`config.mk`:
```
export PLATFORM = sky130hd
export DESIGN_NAME = tile_scheduler
export DESIGN_NICKNAME = d
export VERILOG_FILES = /design/src/rtl/tile_scheduler_pkg.sv /design/src/rtl/tile_scheduler_counter.sv /design/src/rtl/tile_scheduler.sv
export SDC_FILE = /design/constraint.sdc
export NUM_CORES = 1
export LEC_CHECK = 0
export CORE_UTILIZATION = 52
export DETAILED_ROUTE_END_ITERATION = 8
export PLACE_DENSITY_LB_ADDON = 0.05
export SLEW_MARGIN = 20
export SYNTH_ARGS = -nofsm -noshare
export SYNTH_HDL_FRONTEND = slang
export SYNTH_SLANG_ARGS = --single-unit
export TNS_END_PERCENT = 30
```
`constraint.sdc`:
```
create_clock -name clk -period 4.7 [get_ports clk]
set_input_delay 0.94 -clock clk [delete_from_list [all_inputs] [get_ports clk]]
set_output_delay 0.94 -clock clk [all_outputs]
set_load 0.1 [all_outputs]
```
`src/rtl/tile_scheduler_pkg.sv`:
```
`default_nettype none
// ============================================================================
// Package     : tile_scheduler_pkg
// Description : Shared tile geometry, ceil-div shift amounts and the one-hot
//               state encoding for the tile scheduler.
// Revision    : 1.0 - initial release
// ============================================================================
package tile_scheduler_pkg;

    // Output tile geometry: one 8x8 array tall, two 8x8 arrays wide
    localparam int unsigned c_TILE_M  = 8;
    localparam int unsigned c_TILE_P  = 16;
    localparam int unsigned c_DIM_W   = 16;

    // ceil(x / TILE) is computed as (x + TILE - 1) >> SHIFT
    localparam int unsigned c_M_SHIFT = $clog2(c_TILE_M);
    localparam int unsigned c_P_SHIFT = $clog2(c_TILE_P);

    // One-hot scheduler states
    typedef enum logic [5:0] {
        ST_IDLE  = 6'b000001,
        ST_CALC  = 6'b000010,
        ST_ISSUE = 6'b000100,
        ST_BUSY  = 6'b001000,
        ST_DRAIN = 6'b010000,
        ST_DONE  = 6'b100000
    } state_t;

endpackage
`default_nettype wire

```
`src/rtl/tile_scheduler_counter.sv`:
```
`default_nettype none
// ============================================================================
// Module      : tile_scheduler_counter
// Description : Two-level tile counter. pt is the inner (column) index, mt
//               the outer (row) index. Remaining rows/cols of the current
//               tile position are tracked so tile sizes need no multiplier.
// Revision    : 1.0 - initial release
// ============================================================================
module tile_scheduler_counter
    import tile_scheduler_pkg::*;
#(
    parameter int unsigned DIM_W  = c_DIM_W,
    parameter int unsigned TILE_M = c_TILE_M,
    parameter int unsigned TILE_P = c_TILE_P
)
(
    input  logic             clk,
    input  logic             rst_n,
    input  logic             i_load,
    input  logic             i_advance,
    input  logic [DIM_W-1:0] i_m_dim,
    input  logic [DIM_W-1:0] i_p_dim,
    input  logic [DIM_W-1:0] i_mt_total,
    input  logic [DIM_W-1:0] i_pt_total,
    output logic [DIM_W-1:0] o_mt,
    output logic [DIM_W-1:0] o_pt,
    output logic [DIM_W-1:0] o_mrem,
    output logic [DIM_W-1:0] o_prem,
    output logic             o_last_p,
    output logic             o_last_m
);

    logic [DIM_W-1:0] r_mt;
    logic [DIM_W-1:0] r_pt;
    logic [DIM_W-1:0] r_mrem;
    logic [DIM_W-1:0] r_prem;
    logic             w_last_p;
    logic             w_last_m;

    // Last-position flags for the inner and outer loop
    always_comb begin
        w_last_p = (r_pt == (i_pt_total - DIM_W'(1)));
        w_last_m = (r_mt == (i_mt_total - DIM_W'(1)));
    end

    // Row-major walk: step pt first, wrap it and step mt at the row end
    always_ff @(posedge clk or negedge rst_n) begin
        if (!rst_n) begin
            r_mt   <= '0;
            r_pt   <= '0;
            r_mrem <= '0;
            r_prem <= '0;
        end else if (i_load) begin
            r_mt   <= '0;
            r_pt   <= '0;
            r_mrem <= i_m_dim;
            r_prem <= i_p_dim;
        end else if (i_advance) begin
            if (!w_last_p) begin
                r_pt   <= r_pt + DIM_W'(1);
                r_prem <= r_prem - DIM_W'(TILE_P);
            end else if (!w_last_m) begin
                r_pt   <= '0;
                r_prem <= i_p_dim;
                r_mt   <= r_mt + DIM_W'(1);
                r_mrem <= r_mrem - DIM_W'(TILE_M);
            end
        end
    end

    assign o_mt     = r_mt;
    assign o_pt     = r_pt;
    assign o_mrem   = r_mrem;
    assign o_prem   = r_prem;
    assign o_last_p = w_last_p;
    assign o_last_m = w_last_m;

endmodule
`default_nettype wire

```
`src/rtl/tile_scheduler.sv`:
```
`default_nettype none
// ============================================================================
// Module      : tile_scheduler
// Description : Splits an MxN * NxP int8 matmul into 8x16 output tiles,
//               launches Multiply_ctrl once per tile and hands each finished
//               tile to writeback over a valid/ready pair.
// Revision    : 1.0 - initial release
// ============================================================================
module tile_scheduler
    import tile_scheduler_pkg::*;
#(
    parameter int unsigned TILE_M = c_TILE_M,
    parameter int unsigned TILE_P = c_TILE_P,
    parameter int unsigned DIM_W  = c_DIM_W
)
(
    input  logic             clk,
    input  logic             rst_n,
    input  logic             start,
    input  logic [DIM_W-1:0] M,
    input  logic [DIM_W-1:0] N,
    input  logic [DIM_W-1:0] P,
    output logic             busy,
    output logic             done,
    output logic             err,
    output logic [7:0]       sub_M,
    output logic [7:0]       sub_P,
    output logic [DIM_W-1:0] N_out,
    output logic [DIM_W-1:0] subFM_addr,
    output logic [DIM_W-1:0] subFM_incr,
    output logic [DIM_W-1:0] subWM_addr,
    output logic [DIM_W-1:0] subWM_incr,
    output logic             submulti_start,
    input  logic             submulti_finish,
    output logic             wb_valid,
    output logic [DIM_W-1:0] wb_m_idx,
    output logic [DIM_W-1:0] wb_p_idx,
    input  logic             wb_ready
);

    localparam int unsigned M_SHIFT = $clog2(TILE_M);
    localparam int unsigned P_SHIFT = $clog2(TILE_P);

    state_t           r_state;
    state_t           w_next_state;

    logic [DIM_W-1:0] r_m;
    logic [DIM_W-1:0] r_n;
    logic [DIM_W-1:0] r_p;
    logic             r_err;
    logic [DIM_W-1:0] r_mt_total;
    logic [DIM_W-1:0] r_pt_total;

    logic             w_zero_dim;
    logic             w_load;
    logic             w_advance;
    logic [DIM_W-1:0] w_mt;
    logic [DIM_W-1:0] w_pt;
    logic [DIM_W-1:0] w_mrem;
    logic [DIM_W-1:0] w_prem;
    logic             w_last_p;
    logic             w_last_m;

    assign w_zero_dim = (M == '0) || (N == '0) || (P == '0);
    assign w_load     = (r_state == ST_CALC);
    assign w_advance  = (r_state == ST_DRAIN) && wb_ready;

    // State register
    always_ff @(posedge clk or negedge rst_n) begin
        if (!rst_n) begin
            r_state <= ST_IDLE;
        end else begin
            r_state <= w_next_state;
        end
    end

    // Next-state decode and per-state control outputs
    always_comb begin
        w_next_state   = r_state;
        busy           = 1'b1;
        done           = 1'b0;
        submulti_start = 1'b0;
        wb_valid       = 1'b0;
        case (r_state)
            ST_IDLE: begin
                busy = 1'b0;
                if (start) begin
                    w_next_state = w_zero_dim ? ST_DONE : ST_CALC;
                end
            end
            ST_CALC: begin
                w_next_state = ST_ISSUE;
            end
            ST_ISSUE: begin
                submulti_start = 1'b1;
                w_next_state   = ST_BUSY;
            end
            ST_BUSY: begin
                if (submulti_finish) begin
                    w_next_state = ST_DRAIN;
                end
            end
            ST_DRAIN: begin
                wb_valid = 1'b1;
                if (wb_ready) begin
                    w_next_state = (w_last_p && w_last_m) ? ST_DONE : ST_ISSUE;
                end
            end
            ST_DONE: begin
                done         = 1'b1;
                w_next_state = ST_IDLE;
            end
            default: begin
                busy         = 1'b0;
                w_next_state = ST_IDLE;
            end
        endcase
    end

    // Latch the job on an accepted start; err restarts from the new dimensions
    always_ff @(posedge clk or negedge rst_n) begin
        if (!rst_n) begin
            r_m   <= '0;
            r_n   <= '0;
            r_p   <= '0;
            r_err <= 1'b0;
        end else if ((r_state == ST_IDLE) && start) begin
            r_m   <= M;
            r_n   <= N;
            r_p   <= P;
            r_err <= w_zero_dim;
        end
    end

    // Tile counts via shift; the carry of the 17-bit sum keeps M=0xFFFF exact
    always_ff @(posedge clk or negedge rst_n) begin
        if (!rst_n) begin
            r_mt_total <= '0;
            r_pt_total <= '0;
        end else if (r_state == ST_CALC) begin
            r_mt_total <= DIM_W'(({1'b0, r_m} + (DIM_W+1)'(TILE_M - 1)) >> M_SHIFT);
            r_pt_total <= DIM_W'(({1'b0, r_p} + (DIM_W+1)'(TILE_P - 1)) >> P_SHIFT);
        end
    end

    tile_scheduler_counter #(
        .DIM_W  (DIM_W),
        .TILE_M (TILE_M),
        .TILE_P (TILE_P)
    ) u_counter (
        .clk        (clk),
        .rst_n      (rst_n),
        .i_load     (w_load),
        .i_advance  (w_advance),
        .i_m_dim    (r_m),
        .i_p_dim    (r_p),
        .i_mt_total (r_mt_total),
        .i_pt_total (r_pt_total),
        .o_mt       (w_mt),
        .o_pt       (w_pt),
        .o_mrem     (w_mrem),
        .o_prem     (w_prem),
        .o_last_p   (w_last_p),
        .o_last_m   (w_last_m)
    );

    // Tile size is the remainder clipped to the tile edge; counters only move
    // on the writeback handshake so these hold from one ISSUE to the next
    always_comb begin
        sub_M = (w_mrem >= DIM_W'(TILE_M)) ? 8'(TILE_M) : w_mrem[7:0];
        sub_P = (w_prem >= DIM_W'(TILE_P)) ? 8'(TILE_P) : w_prem[7:0];
    end

    assign err        = r_err;
    assign N_out      = r_n;
    assign subFM_addr = w_mt;
    assign subFM_incr = r_mt_total;
    assign subWM_addr = w_pt;
    assign subWM_incr = r_pt_total;
    assign wb_m_idx   = w_mt;
    assign wb_p_idx   = w_pt;

endmodule
`default_nettype wire
```
==> flow_summary.json <==
{
  "cts_tree": "done",
  "crit_required_ns": 3.76,
  "grt_antenna_before_repair": 0,
  "skew_ns": 0.0102,
  "yosys.area_share.simple_pct": 22.9,
  "post_cts_buffers": 0,
  "synth_area_per_cell_sq_um": 9.54,
  "syn_area_sq_um": 8690,
  "slowest_stage": "clkdlybuf4s50_1",
  "synth_edf_count": 0,
  "drt_iter0_drc": 451,
  "peakVddDrop_mv": 0.468,
  "fmax_mhz": 238,
  "drtAntennaViolNets": 0,
  "synth_xor_area_share_pct": 6.41,
  "htreeDepth": 4,
  "postCtsHoldBufs": 0,
  "holdCritPathClass": "flop to flop",
  "drc": 0,
  "rsz0062_at_grt": "false",
  "worstHoldStart": "u_counter.o_mrem[1]$_DFFE_PN0P_",
  "yosys_warnings": 0,
  "r2r_slack_ns": 0.83,
  "start_kind": "flop",
  "clkTransAtPathRegs_ns": 0.06,
  "post-route-min-period_ns": 4.20,
  "die-area_sq_um": 17200,
  "yosysSeqAreaShare_pct": 42.1,
  "cp_common_cell": "nor2b_1",
  "synth_cells": 910,
  "drtPass1Iterations": 5,
  "hold_path_end": "u_counter.o_mrem[1]$_DFFE_PN0P_",
  "nets": 1098,
  "ys_seq_elements": 146,
  "timing.final.crit_share_pct": 89.3,
  "synthMuxAreaShare_pct": 9.90,
  "ys_types": 76,
  "clkLatencyLatePin_ns": 0.43,
  "via_per_inst": 5.80,
  "num_vias": 7353,
  "grt-ovfl-total": 0,
  "numClockSinks": 146,
  "status": "completed",
  "drive_above_1_share_pct": 12.7,
  "io_pins": 186,
  "utilization_pct": 67.7,
  "final_cell_mix": "162 x clkdlybuf4s50_1, 145 x dfrtp_1, 97 x nand2_1, 55 x mux2_2, 52 x nor2_1",
  "timing.rr.start": "subWM_incr[3]$_DFFE_PN0P_",
  "die_w_um": 131,
  "r2r_cells": 10,
  "start_util_pct": 53.9,
  "yosys.area_share.adder_pct": 1.01,
  "hold_viol": 0,
  "place_congestion": 0.863,
  "root_buffer": "clkbuf_16",
  "synth-compound-area-share_pct": 10.8,
  "syn_to_final_growth_pct": 25.7,
  "mostFrequentLayoutCell": "clkdlybuf4s50_1",
  "min_path_cells": 2,
  "fillers": 1296,
  "cts_buffer_depth": 2,
  "synth-async-reset-ratio_pct": 100,
  "grt_pass1_vias": 6935,
  "crit_arrival_ns": 3.26,
  "path_buf_inv": 2,
  "reg2reg_to": "u_counter.o_mt[9]$_DFFE_PN0P_",
  "grt_pass1_wl_um": 35700,
  "crit_chain": "or4_1, nor4_1, nor2b_1, nor2b_1, and3b_1, inv_1, clkdlybuf4s50_1",
  "finalHoldWorstSlack_ns": 0.481,
  "grt_max_degree": 116,
  "hpwl_um": 15100,
  "io_buffers": 174,
  "cpLargestDelayFamily": "simple AND/OR/NAND/NOR gates",
  "cts_resized": 0,
  "path_class": "flop to output pin",
  "leakagePower_nw": 4.47,
  "core_region_area_sq_um": 16100,
  "numCtsBuffers": 17,
  "n_antenna_cell": 0,
  "cap_violations": 0,
  "slew_violations": 0,
  "crit_path_end_kind": "output pin",
  "worst-slew-pin-transition_ns": 1.08,
  "p_per_area_nw_per_um2": 678,
  "drt_wl_total_um": 21400,
  "setup-violations-final": 0,
  "gr-usage-all-layers_pct": 25.6,
  "relSlewSlack_pct": 28.0,
  "routedWlPerCell_um": 16.9,
  "synth-main-ff-cell": "dfrtp_1",
  "synth_top_family_by_area": "simple AND/OR/NAND/NOR gates",
  "slowest_delay_ns": 0.96,
  "crit_path_max_fanout": 4,
  "rows": 46,
  "die_h_um": 131
}
==> routing by layer <==
layer | vias up | global-route usage [%] | share of wire [%]
li1 | 3505 | - | -
met1 | 3594 | 36.5 | 48
met5 | - | 0 | 0
met3 | 21 | 5.63 | 5.7
met2 | 233 | 39.3 | 45
met4 | 0 | 6.86 | 1.2
==> per-stage QoR <==
step	cells	setup slack (ns)	TNS (ns)	power, mW	instance area (sq um)
detailed placement	1235	0.859	0	6.02	10300
global placement	1235	0.957	0	5.98	10300
CTS	1267	0.502	0	7.41	10900
finish	1267	0.501	0	7.40	10900
floorplan	920	-0.136	-0.136	5.12	8730
global route	1267	0.257	0	7.79	10900
==> registers in the layout, summed over array words and instances (netlist names) <==
register	flops
r_state	6
u_counter.o_mt	16
u_counter.o_mrem	16
u_counter.o_pt	16
u_counter.o_prem	16
subFM_incr	14
r_m	16
r_p	16
subWM_incr	13
N_out	16
err	1
==> cells in the mapped netlist, types with 19 or more instances <==
cell type  number  area (sq um)
nand2_1        97           364
buf_4          43           323
nor4_1         34           213
dfrtp_1       145          3630
and3_1         19           119
mux2_2         55           619
nand3_1        39           195
and2_1         24           150
clkbuf_1       34           128
mux2i_1        24           240
xnor2_1        35           307
inv_1          26          97.6
nor2_1         52           195
xor2_1         26           228
o21ai_0        38           190
==> where the power goes <==
part	total, mW	switching, mW	internal, mW
clock network	1.36	0.561	0.801
registers	2.33	0.600	1.73
logic	3.71	2.48	1.23
total	7.40	3.64	3.76
==> worst reg2reg max path, stage by stage (launching register included) <==
cell,delay [ns]
dfrtp_1,0.45
or4_1,0.71
nor3_1,0.32
mux2_2,0.38
o21ai_0,0.24
nand4_2,0.10
buf_4,0.25
or3_1,0.58
buf_4,0.30
o311ai_0,0.35
nand2_1,0.08
==> area by class of cell <==
class	instances	area, sq um	area share, %
well taps	216	270	2.48
flip-flops and latches	146	3650	33.5
inverters	26	97.6	0.894
multi-input cells	661	4490	41.1
clock inverters	14	158	1.44
repair buffers	186	1810	16.5
clock buffers	18	439	4.02
==> cell families after synthesis <==
| kind of cell | Yosys count |
|---|---|
| buffers and inverters | 113 |
| and+or+nand+nor | 371 |
| other | 1 |
| DFF | 146 |
| adders and majority gates | 7 |
| AOI/OAI and AO/OA | 131 |
| xor gates and xnor gates | 62 |
| muxes | 79 |
==> worst max path at each step <==
| stage | startpoint | slack, ns | cells after the start | end |
|---|---|---|---|---|
| global route | u_counter.o_mrem[9]$_DFFE_PN0P_ | 0.26 | 7 | sub_M[3] |
| finish | u_counter.o_mrem[9]$_DFFE_PN0P_ | 0.50 | 7 | sub_M[3] |
| global placement | subWM_incr[3]$_DFFE_PN0P_ | 0.96 | 10 | u_counter.o_mt[9]$_DFFE_PN0P_ |
| detailed placement | subWM_incr[3]$_DFFE_PN0P_ | 0.86 | 10 | u_counter.o_mt[9]$_DFFE_PN0P_ |
| CTS | u_counter.o_mrem[8]$_DFFE_PN0P_ | 0.50 | 7 | sub_M[3] |
| floorplan | r_state[1]$_DFFE_PN0P_ | -0.14 | 3 | busy |
Note: power is estimated with default switching activity, not from simulation.
